[src/rtl/gate_sip_soc_pkg.sv]
// Shared definitions for the 3-die secure SiP: IR encoding, TAP states, DR widths
// and the per-die default identity/PUF constants.
package gate_sip_soc_pkg;

  // Low two IR bits select the data register; the high two select the die.
  typedef enum logic [1:0] {
    OpIdcode    = 2'b00,
    OpChallenge = 2'b01,
    OpResponse  = 2'b10,
    OpActivate  = 2'b11
  } dr_op_e;

  localparam logic [3:0] IR_BYPASS  = 4'hF;
  localparam logic [1:0] DIE_BYPASS = IR_BYPASS[3:2];
  localparam logic [3:0] IR_CAPTURE = 4'b0001;

  typedef enum logic [3:0] {
    StTestLogicReset,
    StRunTestIdle,
    StSelectDrScan,
    StCaptureDr,
    StShiftDr,
    StExit1Dr,
    StPauseDr,
    StExit2Dr,
    StUpdateDr,
    StSelectIrScan,
    StCaptureIr,
    StShiftIr,
    StExit1Ir,
    StPauseIr,
    StExit2Ir,
    StUpdateIr
  } tap_state_e;

  localparam int unsigned IDCODE_W = 32;
  localparam int unsigned PUF_W    = 16;
  localparam int unsigned ACT_W    = 4;

  localparam logic [IDCODE_W-1:0] IDCODE0_DEF = 32'h1A5E_0001;
  localparam logic [IDCODE_W-1:0] IDCODE1_DEF = 32'h1A5E_1001;
  localparam logic [IDCODE_W-1:0] IDCODE2_DEF = 32'h1A5E_2001;
  localparam logic [PUF_W-1:0]    SEED0_DEF   = 16'hA5C3;
  localparam logic [PUF_W-1:0]    SEED1_DEF   = 16'h3C5A;
  localparam logic [PUF_W-1:0]    SEED2_DEF   = 16'h96E1;
  localparam logic [ACT_W-1:0]    ACT_KEY_DEF = 4'h9;
  localparam int unsigned         MAX_FAIL_DEF = 3;

  // Deterministic PUF model: rotl16(chal ^ seed, 3) ^ byte-swapped challenge.
  function automatic logic [PUF_W-1:0] puf_response(input logic [PUF_W-1:0] chal,
                                                    input logic [PUF_W-1:0] seed);
    logic [PUF_W-1:0] x;
    x = chal ^ seed;
    return {x[12:0], x[15:13]} ^ {chal[7:0], chal[15:8]};
  endfunction

endpackage

[src/rtl/gate_sip_die_sec.sv]
// Per-die security block: PUF, challenge/response flags, activation lock with
// tamper escalation, gated functional register and gated 8-bit scan chain.
module gate_sip_die_sec
  import gate_sip_soc_pkg::*;
#(
  parameter logic [1:0]       DIE_IDX  = 2'd0,
  parameter logic [PUF_W-1:0] SEED     = SEED0_DEF,
  parameter logic [ACT_W-1:0] ACT_KEY  = ACT_KEY_DEF,
  parameter int unsigned      MAX_FAIL = MAX_FAIL_DEF
) (
  input  logic             clk,
  input  logic             rst_n,
  input  logic             chal_wr,
  input  logic [PUF_W-1:0] chal_data,
  input  logic             resp_cap,
  input  logic             act_wr,
  input  logic [ACT_W-1:0] act_data,
  output logic [PUF_W-1:0] challenge,
  output logic [PUF_W-1:0] response,
  input  logic [7:0]       func_in,
  output logic [7:0]       func_out,
  input  logic             chain_in,
  output logic             chain_tail,
  output logic             scan_out,
  output logic [7:0]       status,
  output logic             tamper
);

  logic [PUF_W-1:0] challenge_q, challenge_d;
  logic             chal_loaded_q, chal_loaded_d;
  logic             resp_valid_q, resp_valid_d;
  logic             unlocked_q, unlocked_d;
  logic [1:0]       fail_cnt_q, fail_cnt_d;
  logic             tamper_q, tamper_d;
  logic [1:0]       fail_inc;
  logic [7:0]       func_q;
  logic [7:0]       chain_q;

  assign fail_inc = (fail_cnt_q == 2'd3) ? 2'd3 : fail_cnt_q + 2'd1;

  // Next-state of the security flags; activation is only judged at Update-DR.
  always_comb begin
    challenge_d   = challenge_q;
    chal_loaded_d = chal_loaded_q;
    resp_valid_d  = resp_valid_q;
    unlocked_d    = unlocked_q;
    fail_cnt_d    = fail_cnt_q;
    tamper_d      = tamper_q;
    if (chal_wr) begin
      challenge_d   = chal_data;
      chal_loaded_d = 1'b1;
      resp_valid_d  = 1'b0;
    end
    if (resp_cap && chal_loaded_q) begin
      resp_valid_d = 1'b1;
    end
    if (act_wr && !tamper_q) begin
      if (act_data == ACT_KEY && resp_valid_q) begin
        unlocked_d = 1'b1;
        fail_cnt_d = 2'd0;
      end else begin
        fail_cnt_d = fail_inc;
        if ({30'd0, fail_inc} >= MAX_FAIL) begin
          tamper_d   = 1'b1;
          unlocked_d = 1'b0;
        end
      end
    end
  end

  // Security state registers.
  always_ff @(posedge clk or negedge rst_n) begin
    if (!rst_n) begin
      challenge_q   <= '0;
      chal_loaded_q <= 1'b0;
      resp_valid_q  <= 1'b0;
      unlocked_q    <= 1'b0;
      fail_cnt_q    <= 2'd0;
      tamper_q      <= 1'b0;
    end else begin
      challenge_q   <= challenge_d;
      chal_loaded_q <= chal_loaded_d;
      resp_valid_q  <= resp_valid_d;
      unlocked_q    <= unlocked_d;
      fail_cnt_q    <= fail_cnt_d;
      tamper_q      <= tamper_d;
    end
  end

  // Functional register and scan chain; both frozen/zeroed while locked.
  always_ff @(posedge clk or negedge rst_n) begin
    if (!rst_n) begin
      func_q  <= 8'h00;
      chain_q <= 8'h00;
    end else begin
      func_q <= unlocked_q ? func_in : 8'h00;
      if (unlocked_q) begin
        chain_q <= {chain_q[6:0], chain_in};
      end
    end
  end

  assign challenge  = challenge_q;
  assign response   = puf_response(challenge_q, SEED);
  assign func_out   = func_q;
  assign chain_tail = chain_q[7];
  assign scan_out   = unlocked_q & chain_q[7];
  assign status     = {tamper_q, unlocked_q, chal_loaded_q, resp_valid_q, fail_cnt_q, DIE_IDX};
  assign tamper     = tamper_q;

endmodule

[src/rtl/gate_sip_soc.sv]
// Top of the 3-die SiP: one 1149.1 TAP, 4-bit IR (die index + op), shared DR
// shift register, TDO on the falling edge, and three per-die security blocks.
module gate_sip_soc
  import gate_sip_soc_pkg::*;
#(
  parameter logic [IDCODE_W-1:0] IDCODE0  = IDCODE0_DEF,
  parameter logic [IDCODE_W-1:0] IDCODE1  = IDCODE1_DEF,
  parameter logic [IDCODE_W-1:0] IDCODE2  = IDCODE2_DEF,
  parameter logic [PUF_W-1:0]    SEED0    = SEED0_DEF,
  parameter logic [PUF_W-1:0]    SEED1    = SEED1_DEF,
  parameter logic [PUF_W-1:0]    SEED2    = SEED2_DEF,
  parameter logic [ACT_W-1:0]    ACT_KEY  = ACT_KEY_DEF,
  parameter int unsigned         MAX_FAIL = MAX_FAIL_DEF
) (
  input  logic       TCK,
  input  logic       TRST_N,
  input  logic       TMS,
  input  logic       TDI,
  output logic       TDO,
  input  logic [7:0] func_in_die0,
  input  logic [7:0] func_in_die1,
  input  logic [7:0] func_in_die2,
  output logic [7:0] func_out_die0,
  output logic [7:0] func_out_die1,
  output logic [7:0] func_out_die2,
  input  logic       scan_in,
  output logic       scan_out_die0,
  output logic       scan_out_die1,
  output logic       scan_out_die2,
  output logic [7:0] security_status_die0,
  output logic [7:0] security_status_die1,
  output logic [7:0] security_status_die2,
  output logic [2:0] tamper_detected
);

  tap_state_e          state_q, state_d;
  logic [3:0]          ir_q, ir_d, ir_shift_q, ir_shift_d;
  logic [IDCODE_W-1:0] dr_q, dr_d, cap_val, dr_shift;
  logic                tdo_q;
  logic [1:0]          die_sel;
  dr_op_e              op;
  logic                bypass;
  logic [2:0]          die_hot, chal_wr, resp_cap, act_wr;
  logic [PUF_W-1:0]    chal0, chal1, chal2, resp0, resp1, resp2;
  logic [PUF_W-1:0]    sel_chal, sel_resp;
  logic [IDCODE_W-1:0] sel_id;
  logic                tail0, tail1, tail2;

  assign die_sel = ir_q[3:2];
  assign op      = dr_op_e'(ir_q[1:0]);
  assign bypass  = (die_sel == DIE_BYPASS);
  assign die_hot = bypass ? 3'b000 : (3'b001 << die_sel);

  // Standard 1149.1 state transitions.
  always_comb begin
    state_d = state_q;
    unique case (state_q)
      StTestLogicReset: state_d = TMS ? StTestLogicReset : StRunTestIdle;
      StRunTestIdle:    state_d = TMS ? StSelectDrScan : StRunTestIdle;
      StSelectDrScan:   state_d = TMS ? StSelectIrScan : StCaptureDr;
      StCaptureDr:      state_d = TMS ? StExit1Dr : StShiftDr;
      StShiftDr:        state_d = TMS ? StExit1Dr : StShiftDr;
      StExit1Dr:        state_d = TMS ? StUpdateDr : StPauseDr;
      StPauseDr:        state_d = TMS ? StExit2Dr : StPauseDr;
      StExit2Dr:        state_d = TMS ? StUpdateDr : StShiftDr;
      StUpdateDr:       state_d = TMS ? StSelectDrScan : StRunTestIdle;
      StSelectIrScan:   state_d = TMS ? StTestLogicReset : StCaptureIr;
      StCaptureIr:      state_d = TMS ? StExit1Ir : StShiftIr;
      StShiftIr:        state_d = TMS ? StExit1Ir : StShiftIr;
      StExit1Ir:        state_d = TMS ? StUpdateIr : StPauseIr;
      StPauseIr:        state_d = TMS ? StExit2Ir : StPauseIr;
      StExit2Ir:        state_d = TMS ? StUpdateIr : StShiftIr;
      StUpdateIr:       state_d = TMS ? StSelectDrScan : StRunTestIdle;
      default:          state_d = StTestLogicReset;
    endcase
  end

  // Per-die source mux for IDCODE, challenge and response capture.
  always_comb begin
    sel_id   = IDCODE0;
    sel_chal = chal0;
    sel_resp = resp0;
    case (die_sel)
      2'd1: begin sel_id = IDCODE1; sel_chal = chal1; sel_resp = resp1; end
      2'd2: begin sel_id = IDCODE2; sel_chal = chal2; sel_resp = resp2; end
      default: ;
    endcase
  end

  // Capture value and right-shift with TDI entering the MSB of the selected width.
  always_comb begin
    cap_val  = '0;
    dr_shift = dr_q;
    if (bypass) begin
      dr_shift[0] = TDI;
    end else begin
      case (op)
        OpIdcode: begin
          cap_val  = sel_id;
          dr_shift = {TDI, dr_q[31:1]};
        end
        OpChallenge, OpResponse: begin
          cap_val  = {16'h0000, (op == OpChallenge) ? sel_chal : sel_resp};
          dr_shift = {16'h0000, TDI, dr_q[15:1]};
        end
        default: begin
          dr_shift = {28'h0000000, TDI, dr_q[3:1]};
        end
      endcase
    end
  end

  // IR/DR next-state by TAP state; Test-Logic-Reset only clears the IR.
  always_comb begin
    ir_d       = ir_q;
    ir_shift_d = ir_shift_q;
    dr_d       = dr_q;
    case (state_q)
      StTestLogicReset: ir_d       = 4'h0;
      StCaptureIr:      ir_shift_d = IR_CAPTURE;
      StShiftIr:        ir_shift_d = {TDI, ir_shift_q[3:1]};
      StUpdateIr:       ir_d       = ir_shift_q;
      StCaptureDr:      dr_d       = cap_val;
      StShiftDr:        dr_d       = dr_shift;
      default: ;
    endcase
  end

  assign chal_wr  = die_hot & {3{state_q == StUpdateDr && op == OpChallenge}};
  assign act_wr   = die_hot & {3{state_q == StUpdateDr && op == OpActivate}};
  assign resp_cap = die_hot & {3{state_q == StCaptureDr && op == OpResponse}};

  // TAP, IR and DR registers.
  always_ff @(posedge TCK or negedge TRST_N) begin
    if (!TRST_N) begin
      state_q    <= StTestLogicReset;
      ir_q       <= 4'h0;
      ir_shift_q <= 4'h0;
      dr_q       <= '0;
    end else begin
      state_q    <= state_d;
      ir_q       <= ir_d;
      ir_shift_q <= ir_shift_d;
      dr_q       <= dr_d;
    end
  end

  // TDO launches on the falling edge so the host can sample it on the next rise.
  always_ff @(negedge TCK or negedge TRST_N) begin
    if (!TRST_N) begin
      tdo_q <= 1'b0;
    end else if (state_q == StShiftIr) begin
      tdo_q <= ir_shift_q[0];
    end else if (state_q == StShiftDr) begin
      tdo_q <= dr_q[0];
    end else begin
      tdo_q <= 1'b0;
    end
  end

  assign TDO = tdo_q;

  gate_sip_die_sec #(.DIE_IDX(2'd0), .SEED(SEED0), .ACT_KEY(ACT_KEY), .MAX_FAIL(MAX_FAIL)) u_die0 (
    .clk(TCK), .rst_n(TRST_N), .chal_wr(chal_wr[0]), .chal_data(dr_q[15:0]),
    .resp_cap(resp_cap[0]), .act_wr(act_wr[0]), .act_data(dr_q[3:0]),
    .challenge(chal0), .response(resp0), .func_in(func_in_die0), .func_out(func_out_die0),
    .chain_in(scan_in), .chain_tail(tail0), .scan_out(scan_out_die0),
    .status(security_status_die0), .tamper(tamper_detected[0])
  );

  gate_sip_die_sec #(.DIE_IDX(2'd1), .SEED(SEED1), .ACT_KEY(ACT_KEY), .MAX_FAIL(MAX_FAIL)) u_die1 (
    .clk(TCK), .rst_n(TRST_N), .chal_wr(chal_wr[1]), .chal_data(dr_q[15:0]),
    .resp_cap(resp_cap[1]), .act_wr(act_wr[1]), .act_data(dr_q[3:0]),
    .challenge(chal1), .response(resp1), .func_in(func_in_die1), .func_out(func_out_die1),
    .chain_in(tail0), .chain_tail(tail1), .scan_out(scan_out_die1),
    .status(security_status_die1), .tamper(tamper_detected[1])
  );

  gate_sip_die_sec #(.DIE_IDX(2'd2), .SEED(SEED2), .ACT_KEY(ACT_KEY), .MAX_FAIL(MAX_FAIL)) u_die2 (
    .clk(TCK), .rst_n(TRST_N), .chal_wr(chal_wr[2]), .chal_data(dr_q[15:0]),
    .resp_cap(resp_cap[2]), .act_wr(act_wr[2]), .act_data(dr_q[3:0]),
    .challenge(chal2), .response(resp2), .func_in(func_in_die2), .func_out(func_out_die2),
    .chain_in(tail1), .chain_tail(tail2), .scan_out(scan_out_die2),
    .status(security_status_die2), .tamper(tamper_detected[2])
  );

endmodule

[config.mk]
export PLATFORM = sky130hd
export DESIGN_NAME = gate_sip_soc
export DESIGN_NICKNAME = d
export VERILOG_FILES = /design/src/rtl/gate_sip_soc_pkg.sv /design/src/rtl/gate_sip_die_sec.sv /design/src/rtl/gate_sip_soc.sv
export SDC_FILE = /design/constraint.sdc
export NUM_CORES = 1
export LEC_CHECK = 0
export CAP_MARGIN = 20
export CORE_MARGIN = 2
export CORE_UTILIZATION = 25
export DETAILED_ROUTE_END_ITERATION = 7
export PLACE_DENSITY = 0.45
export SYNTH_ARGS = -nofsm -noshare
export SYNTH_HDL_FRONTEND = slang
export SYNTH_SLANG_ARGS = --single-unit
export TNS_END_PERCENT = 1
[constraint.sdc]
create_clock -name TCK -period 2.1 [get_ports TCK]
set_clock_uncertainty 0.05 [all_clocks]
set_input_delay 0.21 -clock TCK [delete_from_list [all_inputs] [get_ports TCK]]
set_output_delay 0.21 -clock TCK [all_outputs]
set_load 0.02 [all_outputs]
==> impl_metrics.ini <==
[run_status]
status = complete, but fails checks
violations = setup timing

[synth]
synth_area_per_cell_sq_um = 11.1
synth-seq-cells = 159
yosys_warnings = 0
syn_inst = 697
ys_async_sr_fraction = 1.00
synth_edf_count = 0
ys_seq_area_frac = 0.515
synth-main-ff-cell = dfrtp_1
ys_types = 61
netlist_area_sq_mm = 0.00773

[worst_setup_path]
r2r_end = TDO
slowest_delay_ns = 0.40
critPathTopFamily = flip-flops
cp.depth = 1
reg2reg_setup_slack_ns = -0.08
worst-setup-path-type = register to output pin
crit_chain = buf_6
r2r_start = state_q[3]
path_buf_inv = 1
crit_path_max_fanout = 1
arrival_ns = 1.97
startpoint_type = register
critPathLaunch = TDO
end_kind = output pin
rr_worst_depth = 2
slowest_stage = dfrtn_1
cp-endpoint = TDO
critPathRequiredTime_ns = 1.84

[floorplan]
floorplan.initialDensity = 0.253
fp.dieH_um = 180
fp.dieW_um = 180
std_cell_rows = 64
io_pins = 84
coreArea_sq_mm = 0.0305
die-area_sq_mm = 0.0323

[clock_network]
cts_tree = built
cts.sinks = 159
clk_pin_slew_ns = 0.06
clk_latency_ns = 0.42
numCtsBuffers = 17
cts.path.max_buffers = 2
htreeDepth = 4
cts_setup_buffers = 0
cts-root-buf = clkbuf_16

[pwr]
p_leak_nw = 4.61
vdd_drop_max_uv = 552
powerDensity_mw_per_mm2 = 993
power_mw = 9.85

[layout]
final_nets = 841
num_antenna_cells = 0
synthToLayoutAreaGrowth_pct = 28.2
drive_gt1_frac = 0.242
fillCellCount = 3062
postLayoutCoreUtil = 0.325
final_cell_mix = dfrtp_1 (157), mux2_2 (75), clkdlybuf4s50_1 (75)
layout_commonest_cell = dfrtp_1

[global_route]
grt_pass1_wl_um = 32400
antenna_found_initial = 0
grt_pass1_vias = 5573
grt_max_degree = 91
overflow = 0
grt_use_total = 0.126

[detailed_routing]
finalWirelength_um = 19500
drc = 0
antenna_left = 0
via_count = 5556
post_drt_wl_per_cell_um = 16.1
via_per_inst = 4.59
drt_iter0_drc = 348
first_pass_iters = 5

[place]
place_ws_ns = -0.179
dp_hpwl_um = 13700
port_buffers = 77
gp_congestion = 0.776

[timing]
setup_slack_ns = -0.128
max_slew.worst_pin.slew_ns = 0.597
setup_viol = 2
slew-limit-headroom = 0.599
finalSetupTns_ns = -0.204
fin_hold_ws_ns = 0.172
report.final.slew_viol_count = 0
finalHoldViolCount = 0
rsz0062_at_grt = true

[job]
cap_violations = 0

[worst_hold_path]
hold_path_class = input port to asynchronous set/reset pin
[synth_stat cells, types with 6 or more instances]
| master | number | area, sq um |
|---|---|---|
| o21ai_1 | 8 | 40.0 |
| and2_1 | 29 | 181 |
| nand3_1 | 13 | 65.1 |
| a22oi_1 | 12 | 90.1 |
| nor2_1 | 43 | 161 |
| xor2_1 | 29 | 254 |
| xnor2_1 | 19 | 166 |
| mux2_2 | 75 | 845 |
| clkbuf_1 | 27 | 101 |
| nand2_1 | 54 | 203 |
| a221oi_1 | 23 | 201 |
| inv_1 | 11 | 41.3 |
| a221o_1 | 9 | 90.1 |
| a21oi_1 | 39 | 195 |
| buf_2 | 7 | 35.0 |
| nor3_1 | 6 | 30.0 |
| buf_4 | 23 | 173 |
| o21ai_0 | 23 | 115 |
| dfrtp_1 | 158 | 3950 |
| nor4_1 | 6 | 37.5 |
| ha_1 | 10 | 125 |
[layer usage]
layer / GRT usage / vias up / routed length [um]
met5: 0 / - / 0
met4: 0.0341 / 0 / 191
met3: 0.0267 / 13 / 655
met2: 0.193 / 98 / 9130
met1: 0.179 / 2776 / 9520
li1: - / 2669 / -
[state kept, by name, summed over array words and instances, names as in the netlist, 2 cells and up]
register,count
dr_q,32
ir_q,4
ir_shift_q,4
state_q,4
u_die0.chain_q,8
u_die0.challenge,16
u_die0.fail_cnt_q,2
u_die0.func_out,8
u_die1.chain_q,8
u_die1.challenge,16
u_die1.fail_cnt_q,2
u_die1.func_out,8
u_die2.chain_q,8
u_die2.challenge,16
u_die2.fail_cnt_q,2
u_die2.func_out,8
[worst min path at each step]
stage	start	end	slack [ns]	cells past startpoint
floorplan	TRST_N	dr_q[0]	-0.14	0
global placement	TRST_N	ir_shift_q[0]	0.06	1
detailed placement	TRST_N	ir_shift_q[0]	0.06	1
CTS	TRST_N	ir_shift_q[0]	0.16	2
global route	TRST_N	ir_shift_q[0]	0.18	2
finish	TRST_N	ir_shift_q[0]	0.17	2
[metrics by stage]
step           instances  area (sq um)
2_1_floorplan        701          7780
3_3_place_gp        1178          9270
3_5_place_dp        1178          9270
4_1_cts             1210          9870
5_1_grt             1210          9910
6_report            1210          9910
[cell families after synthesis]
family	count (synthesis)	share of synthesized area
AO/OA/AOI/OAI	146	0.129
XOR/XNOR	48	0.0544
flip-flops	159	0.515
multiplexers	80	0.116
other	2	0.000972
buffers and inverters	75	0.0516
AND/OR/NAND/NOR	177	0.117
adder cells (fa/ha/maj)	10	0.0162
[cell type report]
cell class              instances  area [sq um]  share of cell area
inverters                      13          60.1             0.00606
clock buffers                  20           437              0.0440
well taps                     396           495              0.0500
repair buffers                144          1370               0.138
flip-flops and latches        159          3980               0.401
clock inverters                11           154              0.0155
multi-input cells             467          3420               0.345
[power breakdown]
group	total [mW]	internal (mW)	switching (mW)
Clock	3.16	1.88	1.28
Sequential	3.83	3.43	0.399
Combinational	2.86	1.29	1.58
[timing repair]
action | 4_1_cts | 5_1_grt
hold buffers | 1 | 0
endpoints found under the setup margin | 4 | 21
gates resized for setup | 8 | 8
endpoints found under the hold margin | 25 | 0
pin swaps | 0 | 1
No activity file was read; power rests on OpenSTA's default activity.
